$ cat config.mk
export PLATFORM = sky130hd
export DESIGN_NAME = nanorv32_prefetch
export DESIGN_NICKNAME = d
export VERILOG_FILES = /design/src/rtl/nanorv32_pkg.sv /design/src/rtl/nanorv32_fetch_fifo.sv /design/src/rtl/nanorv32_prefetch.sv
export SDC_FILE = /design/constraint.sdc
export NUM_CORES = 1
export LEC_CHECK = 0
export ABC_AREA = 1
export BUFFER_PORTS_ARGS = -buffer_cell sky130_fd_sc_hd__buf_2
export CAP_MARGIN = 20
export CORE_UTILIZATION = 30
export DETAILED_ROUTE_END_ITERATION = 6
export GPL_ROUTABILITY_DRIVEN = 0
export GPL_TIMING_DRIVEN = 0
export MAX_ROUTING_LAYER = met4
export PLACE_DENSITY_LB_ADDON = 0.2
export SYNTH_ARGS = -nofsm -noshare
export SYNTH_HDL_FRONTEND = slang
export SYNTH_SLANG_ARGS = --single-unit
$ cat constraint.sdc
create_clock -name clk -period 13.64 [get_ports clk]
set_clock_uncertainty 0.2 [all_clocks]
set_input_delay 0.682 -clock clk [delete_from_list [all_inputs] [get_ports clk]]
set_output_delay 0.682 -clock clk [all_outputs]
set_load 0.03 [all_outputs]
$ cat src/rtl/nanorv32_pkg.sv
// -----------------------------------------------------------------------------
// nanorv32_pkg
// Shared definitions for the nanorv32 instruction prefetch path.
//   NRV32_ADDR_MSB / NRV32_DATA_MSB : MSB index of code address / instruction word
//   NRV32_RESET_PC                  : default first fetch address after reset
//   pf_state_t                      : prefetch FSM state encoding
// -----------------------------------------------------------------------------
package nanorv32_pkg;

    localparam int          NRV32_ADDR_MSB = 31;
    localparam int          NRV32_DATA_MSB = 31;
    localparam logic [31:0] NRV32_RESET_PC = 32'h0000_0000;

    typedef enum logic [1:0] {
        S_FETCH = 2'd0,   // request on the bus (or about to be issued)
        S_STALL = 2'd1,   // no room in the FIFO, bus idle
        S_DROP  = 2'd2    // stale request in flight, its response is discarded
    } pf_state_t;

endpackage

$ cat src/rtl/nanorv32_fetch_fifo.sv
// -----------------------------------------------------------------------------
// nanorv32_fetch_fifo
// DEPTH-entry synchronous FIFO of {pc, instr} pairs. Implemented as a shift
// register whose entry 0 is always the head, so the head outputs come straight
// from flops.
// Ports:
//   clk, rst       : clock, asynchronous active-high reset
//   i_push         : write {i_pc, i_instr} at the tail
//   i_pop          : drop the head entry
//   i_clear        : empty the FIFO (overrides push and pop)
//   o_count        : number of valid entries
//   o_head_valid   : FIFO not empty
//   o_head_pc      : PC of head entry
//   o_head_instr   : instruction of head entry
// -----------------------------------------------------------------------------
module nanorv32_fetch_fifo #(
    parameter  int DEPTH  = 2,
    parameter  int ADDR_W = 32,
    parameter  int DATA_W = 32,
    localparam int CNT_W  = $clog2(DEPTH + 1)
) (
    input  logic              clk,
    input  logic              rst,
    input  logic              i_push,
    input  logic [ADDR_W-1:0] i_pc,
    input  logic [DATA_W-1:0] i_instr,
    input  logic              i_pop,
    input  logic              i_clear,
    output logic [CNT_W-1:0]  o_count,
    output logic              o_head_valid,
    output logic [ADDR_W-1:0] o_head_pc,
    output logic [DATA_W-1:0] o_head_instr
);

    logic [ADDR_W-1:0] r_pc      [DEPTH];
    logic [DATA_W-1:0] r_instr   [DEPTH];
    logic [ADDR_W-1:0] w_pc_next [DEPTH];
    logic [DATA_W-1:0] w_instr_next [DEPTH];
    logic [CNT_W-1:0]  r_count;

    logic w_push;
    logic w_pop;

    assign w_push = i_push & ~i_clear;
    assign w_pop  = i_pop  & ~i_clear;

    genvar gi;
    generate
        for (gi = 0; gi < DEPTH; gi++) begin : g_entry
            logic w_load;
            logic w_shift;
            // The new word lands in the first free slot, which moves down by
            // one when the head is popped in the same cycle.
            assign w_load  = w_push & (w_pop ? (r_count == CNT_W'(gi + 1))
                                             : (r_count == CNT_W'(gi)));
            assign w_shift = w_pop & ~w_load;
            if (gi < DEPTH - 1) begin : g_mid
                assign w_pc_next[gi]    = w_load ? i_pc    : (w_shift ? r_pc[gi+1]    : r_pc[gi]);
                assign w_instr_next[gi] = w_load ? i_instr : (w_shift ? r_instr[gi+1] : r_instr[gi]);
            end else begin : g_last
                assign w_pc_next[gi]    = w_load ? i_pc    : r_pc[gi];
                assign w_instr_next[gi] = w_load ? i_instr : r_instr[gi];
            end
        end
    endgenerate

    always_ff @(posedge clk or posedge rst) begin
        if (rst) begin
            r_count <= '0;
            for (int i = 0; i < DEPTH; i++) begin
                r_pc[i]    <= '0;
                r_instr[i] <= '0;
            end
        end else begin
            if (i_clear) r_count <= '0;
            else         r_count <= r_count + CNT_W'(w_push) - CNT_W'(w_pop);
            for (int i = 0; i < DEPTH; i++) begin
                r_pc[i]    <= w_pc_next[i];
                r_instr[i] <= w_instr_next[i];
            end
        end
    end

    assign o_count      = r_count;
    assign o_head_valid = (r_count != '0);
    assign o_head_pc    = r_pc[0];
    assign o_head_instr = r_instr[0];

endmodule

$ cat src/rtl/nanorv32_prefetch.sv
// -----------------------------------------------------------------------------
// nanorv32_prefetch
// Instruction prefetch unit: code-memory bus master feeding the decode stage.
// Issues sequential word fetches, buffers {pc, instr} in a small FIFO and
// handles branch redirects, including disposal of an in-flight request.
// Ports:
//   clk, rst                     : clock, asynchronous active-high reset
//   cpu_codemem_addr/_valid      : fetch request (registered)
//   codemem_cpu_rdata/_ready     : fetch response, completes when ready=1
//   branch_taken/branch_target   : one-cycle redirect from the core
//   pf_instr/pf_pc/pf_valid      : FIFO head toward the core
//   pf_ready                     : core consumes head when pf_valid&pf_ready
// -----------------------------------------------------------------------------
module nanorv32_prefetch
    import nanorv32_pkg::*;
#(
    parameter  int              ADDR_W   = NRV32_ADDR_MSB + 1,
    parameter  int              DATA_W   = NRV32_DATA_MSB + 1,
    parameter  int              DEPTH    = 2,
    parameter  logic [ADDR_W-1:0] RESET_PC = ADDR_W'(NRV32_RESET_PC),
    localparam int              CNT_W    = $clog2(DEPTH + 1)
) (
    input  logic              clk,
    input  logic              rst,
    output logic [ADDR_W-1:0] cpu_codemem_addr,
    output logic              cpu_codemem_valid,
    input  logic [DATA_W-1:0] codemem_cpu_rdata,
    input  logic              codemem_cpu_ready,
    input  logic              branch_taken,
    input  logic [ADDR_W-1:0] branch_target,
    output logic [DATA_W-1:0] pf_instr,
    output logic [ADDR_W-1:0] pf_pc,
    output logic              pf_valid,
    input  logic              pf_ready
);

    pf_state_t         r_state;
    logic              r_valid;
    logic [ADDR_W-1:0] r_addr;
    // Address of the current/next request; in S_DROP it holds the redirect
    // target so the last branch seen while draining wins.
    logic [ADDR_W-1:0] r_fetch_pc;

    logic [ADDR_W-1:0] w_target;
    logic [ADDR_W-1:0] w_pc_inc;
    logic              w_hs;
    logic              w_push;
    logic              w_pop;
    logic [CNT_W-1:0]  w_count;
    logic [CNT_W-1:0]  w_count_next;
    logic              w_space;

    assign w_target = branch_target & ~ADDR_W'(3);
    assign w_pc_inc = r_fetch_pc + ADDR_W'(4);
    assign w_hs     = r_valid & codemem_cpu_ready;
    assign w_push   = w_hs & (r_state == S_FETCH) & ~branch_taken;
    assign w_pop    = pf_valid & pf_ready & ~branch_taken;

    // Only one request is ever outstanding, and a new one is issued only after
    // the previous completes, so room for it is judged on next-cycle occupancy.
    assign w_count_next = branch_taken ? '0
                        : w_count + CNT_W'(w_push) - CNT_W'(w_pop);
    assign w_space      = (w_count_next < CNT_W'(DEPTH));

    always_ff @(posedge clk or posedge rst) begin
        if (rst) begin
            r_state    <= S_FETCH;
            r_valid    <= 1'b0;
            r_addr     <= RESET_PC;
            r_fetch_pc <= RESET_PC;
        end else begin
            case (r_state)
                S_FETCH: begin
                    if (!r_valid) begin
                        // First request after reset.
                        r_valid    <= 1'b1;
                        r_addr     <= branch_taken ? w_target : r_fetch_pc;
                        if (branch_taken) r_fetch_pc <= w_target;
                    end else if (codemem_cpu_ready) begin
                        if (branch_taken) begin
                            r_addr     <= w_target;
                            r_fetch_pc <= w_target;
                        end else begin
                            r_fetch_pc <= w_pc_inc;
                            if (w_space) begin
                                r_addr <= w_pc_inc;
                            end else begin
                                r_valid <= 1'b0;
                                r_state <= S_STALL;
                            end
                        end
                    end else if (branch_taken) begin
                        // Request must stay on the bus until it completes.
                        r_fetch_pc <= w_target;
                        r_state    <= S_DROP;
                    end
                end
                S_STALL: begin
                    if (branch_taken) begin
                        r_valid    <= 1'b1;
                        r_addr     <= w_target;
                        r_fetch_pc <= w_target;
                        r_state    <= S_FETCH;
                    end else if (w_space) begin
                        r_valid <= 1'b1;
                        r_addr  <= r_fetch_pc;
                        r_state <= S_FETCH;
                    end
                end
                S_DROP: begin
                    if (branch_taken) r_fetch_pc <= w_target;
                    if (codemem_cpu_ready) begin
                        // FIFO was cleared on entry, so there is always room.
                        r_addr  <= branch_taken ? w_target : r_fetch_pc;
                        r_state <= S_FETCH;
                    end
                end
                default: begin
                    r_state <= S_FETCH;
                    r_valid <= 1'b0;
                end
            endcase
        end
    end

    nanorv32_fetch_fifo #(
        .DEPTH  (DEPTH),
        .ADDR_W (ADDR_W),
        .DATA_W (DATA_W)
    ) u_fifo (
        .clk          (clk),
        .rst          (rst),
        .i_push       (w_push),
        .i_pc         (r_addr),
        .i_instr      (codemem_cpu_rdata),
        .i_pop        (w_pop),
        .i_clear      (branch_taken),
        .o_count      (w_count),
        .o_head_valid (pf_valid),
        .o_head_pc    (pf_pc),
        .o_head_instr (pf_instr)
    );

    assign cpu_codemem_addr  = r_addr;
    assign cpu_codemem_valid = r_valid;

endmodule

==> key figures <==
Clock network
  – CTS clk-pin slew, worst paths: 0.08 ns
  – Post_cts resized: 0
  – Setup bufs post-CTS: 0
  – Maximum clock path buffer count: 2
  – CTS root buf: clkbuf_16
  – # hold bufs at CTS: 0
  – CTS tree: built
  – Total clock sinks: 197
  – H-tree depth: 4
  – Clock buffer count from CTS: 17
  – Clk_lat worst skew: 0.44 ns

Floorplan
  – I/O pin count: 167
  – Die area: 0.0366 mm^2
  – Starting Density: 30.8%
  – Chip Width: 191 um
  – Core ar.: 0.0349 mm^2
  – Die height: 191 um
  – Row cnt: 68

Detailed routing
  – DRC: 0
  – Via/cell ratio: 4.75
  – DR pass1 iterations: 6
  – Drt total wl: 34100 um
  – Via count: 9704
  – WL/cell: 16.7 um
  – Starting DRC count in detailed routing: 663
  – Post-route ant nets: 0

Status
  – Status: finished clean

GRT
  – Initial antenna violation count: 0
  – Vias in the first global route: 9469
  – Total grt overflow: 0
  – First-pass GRT wire length: 53300 um
  – Largest net degree at the start of global routing: 123
  – GRT Util Overall: 19.5%

Worst setup path
  – R2R depth: 15
  – R2r startpoint: u_fifo.o_count[1]
  – Crit end category: flop
  – Crit Path Class: flop to flop
  – Crit path max fanout: 10
  – CP Launch Point: u_fifo.o_count[1]
  – Critical Path AT: 3.47 ns
  – Required time of the critical path: 13.82 ns
  – Worst Setup Start Kind: flop

Placed design
  – Placed cell count: 2013
  – HPWL Detailed: 25300 um
  – Port bufs: 163

Pwr
  – Switch share: 46.9%
  – Sw Pwr: 1430 uW
  – Int Pwr: 1620 uW
  – Clock group share of total power: 17.3%
  – Comb pwr share: 49.0%
  – Pwr/cell area: 239 mW/mm^2
  – Register share of total power: 33.7%
  – Maximum vdd ir drop: 121 uV
  – Pleak: 0.00642 uW

Cells and area
  – Non-filler cells, final: 2044
  – Area delta synth->final: 18.9%
  – ANT cells: 0
  – Share of post-route cells with drive strength above 1: 21.3%
  – Most common cell after layout, fill and taps aside: nand2_1
  – Post-layout nets: 1655
  – Final core occ: 36.6%
  – Commonest non-fill, non-tap cells in the layout: nand2_1, buf_2, dfrtp_1

STA
  – Peak Freq: 304 MHz
  – Final setup TNS: 0 ns
  – RSZ-0062 raised after global routing: no
  – Worst slew margin: 47.4%
  – Final Hold Fails: 0
  – Slew Viols, Final: 0
  – Final setup violation count: 0
  – Tcrit/Tclk final: 24.1%
  – Period minus WS final: 3.29 ns
  – Slew @ Worst Pin: 0.789 ns

Synth
  – Mapped Area: 0.0108 mm^2
  – Sequential fraction of the synthesis area: 45.8%
  – Yosys top cell by area: dfrtp_1
  – Synth Instances: 1394
  – Synth top area cells: dfrtp_1, nand2_1, nand3_1
  – Syn avg cell area: 7.71 um^2
  – Yosys top cell area share: 45.8%
  – Register bit total from synthesis: 197
  – Synth warn: 0
  – Number of distinct library cells after synthesis: 34
  – Post-synth net total: 1472

Hold path
  – Min-Delay Path Class: input port to async pin

Flow run
  – Max-cap violations: 0
[cells by family (layout without fill, tap and decap cells)]
| group | after synthesis | after routing | synth area share (%) |
|---|---|---|---|
| flops | 197 | 197 | 45.8 |
| simple gates | 662 | 662 | 26.2 |
| fa+ha+maj | 9 | 9 | 1.05 |
| buf+inv | 279 | 474 | 13.4 |
| compound gates | 243 | 243 | 13.2 |
| xor+xnor | 2 | 2 | 0.163 |
| mux | 2 | 2 | 0.186 |
[metal layers]
metal  wire (um)  share of wire, %  vias to the layer above  global-route usage [%]
met1       15700                46                     4504                    26.1
met3        1850               5.4                       39                    2.97
li1            -                 -                     4865                       -
met2       15800                46                      296                    30.5
met5           0                 0                        -                       -
met4         654               1.9                        0                    5.65
[worst max-delay path, cell delays in order, from the launching register on]
cell,delay [ns]
dfrtp_1,0.44
inv_2,0.11
nand2_1,0.10
nand2_1,0.14
buf_2,0.27
buf_1,0.40
inv_1,0.08
ha_1,0.30
nor2_1,0.15
nand3_1,0.09
nand3_1,0.10
nand3_2,0.16
nor2_8,0.24
buf_6,0.19
nand3_1,0.17
nand2_1,0.10
[layout make-up]
cell class	instances	area, um^2
clock buffers	17	425
clock inverters	14	184
fillers	3712	22100
flip-flops and latches	197	4930
repair buffers	164	843
inverters	134	515
multi-input cells	918	4390
well taps	455	569
plain buffers	145	930
[cell usage after synthesis]
master and instances:
a21boi_0 3, a21oi_1 30, a22oi_1 2, and2_1 1, buf_1 4, buf_2 44, buf_4 66, buf_6 11
clkbuf_1 20, dfrtp_1 197, ha_1 9, inv_1 129, inv_2 3, inv_4 2, mux2i_1 2, nand2_1 369
nand2_2 2, nand2_4 1, nand3_1 191, nand3_2 1, nand4_1 4, nor2_1 69, nor2_2 2, nor2_4 1
nor2_8 1, nor3_1 12, o211ai_1 70, o211ai_2 1, o21a_1 2, o21ai_0 106, o21ai_1 29, or2_2 8
xnor2_1 1, xor2_1 1
[state kept, by name, summed over array words and instances, names as in the netlist]
signal               flops
cpu_codemem_addr        32
r_state                  2
r_fetch_pc              32
u_fifo.o_head_instr     32
cpu_codemem_valid        1
u_fifo.r_pc             32
u_fifo.o_count           2
u_fifo.o_head_pc        32
u_fifo.r_instr          32
[through the flow]
step / setup WS (ns) / total power (uW) / hold WS, ns / cell area, um^2
3_5_place_dp: 10.03 / 2540 / 0.274 / 12200
5_1_grt: 10.01 / 3290 / 0.122 / 12800
6_report: 10.35 / 3050 / 0.0831 / 12800
4_1_cts: 10.30 / 3080 / 0.124 / 12800
3_3_place_gp: 4.63 / 2520 / 0.267 / 12100
2_1_floorplan: 7.39 / 2080 / 0.254 / 10800
[power by group through the flow]
stage          clock (uW)  combinational (uW)  sequential [uW]
2_1_floorplan           0                1000             1080
3_3_place_gp            0                1490             1030
3_5_place_dp            0                1500             1040
4_1_cts               544                1510             1030
5_1_grt               568                1660             1060
6_report              529                1500             1030
[worst paths after layout]
check	endpoint	slack, ns
worst max-delay path	cpu_codemem_addr[17]	10.35
worst min-delay path	u_fifo.o_head_instr[17]	0.08
worst max register to register	cpu_codemem_addr[17]	10.35
worst min register to register	u_fifo.r_pc[23]	0.29
max in group asynchronous	r_fetch_pc[19]	12.12
min in group clk	u_fifo.r_pc[23]	0.29
Note: power is estimated with default switching activity, not from simulation.
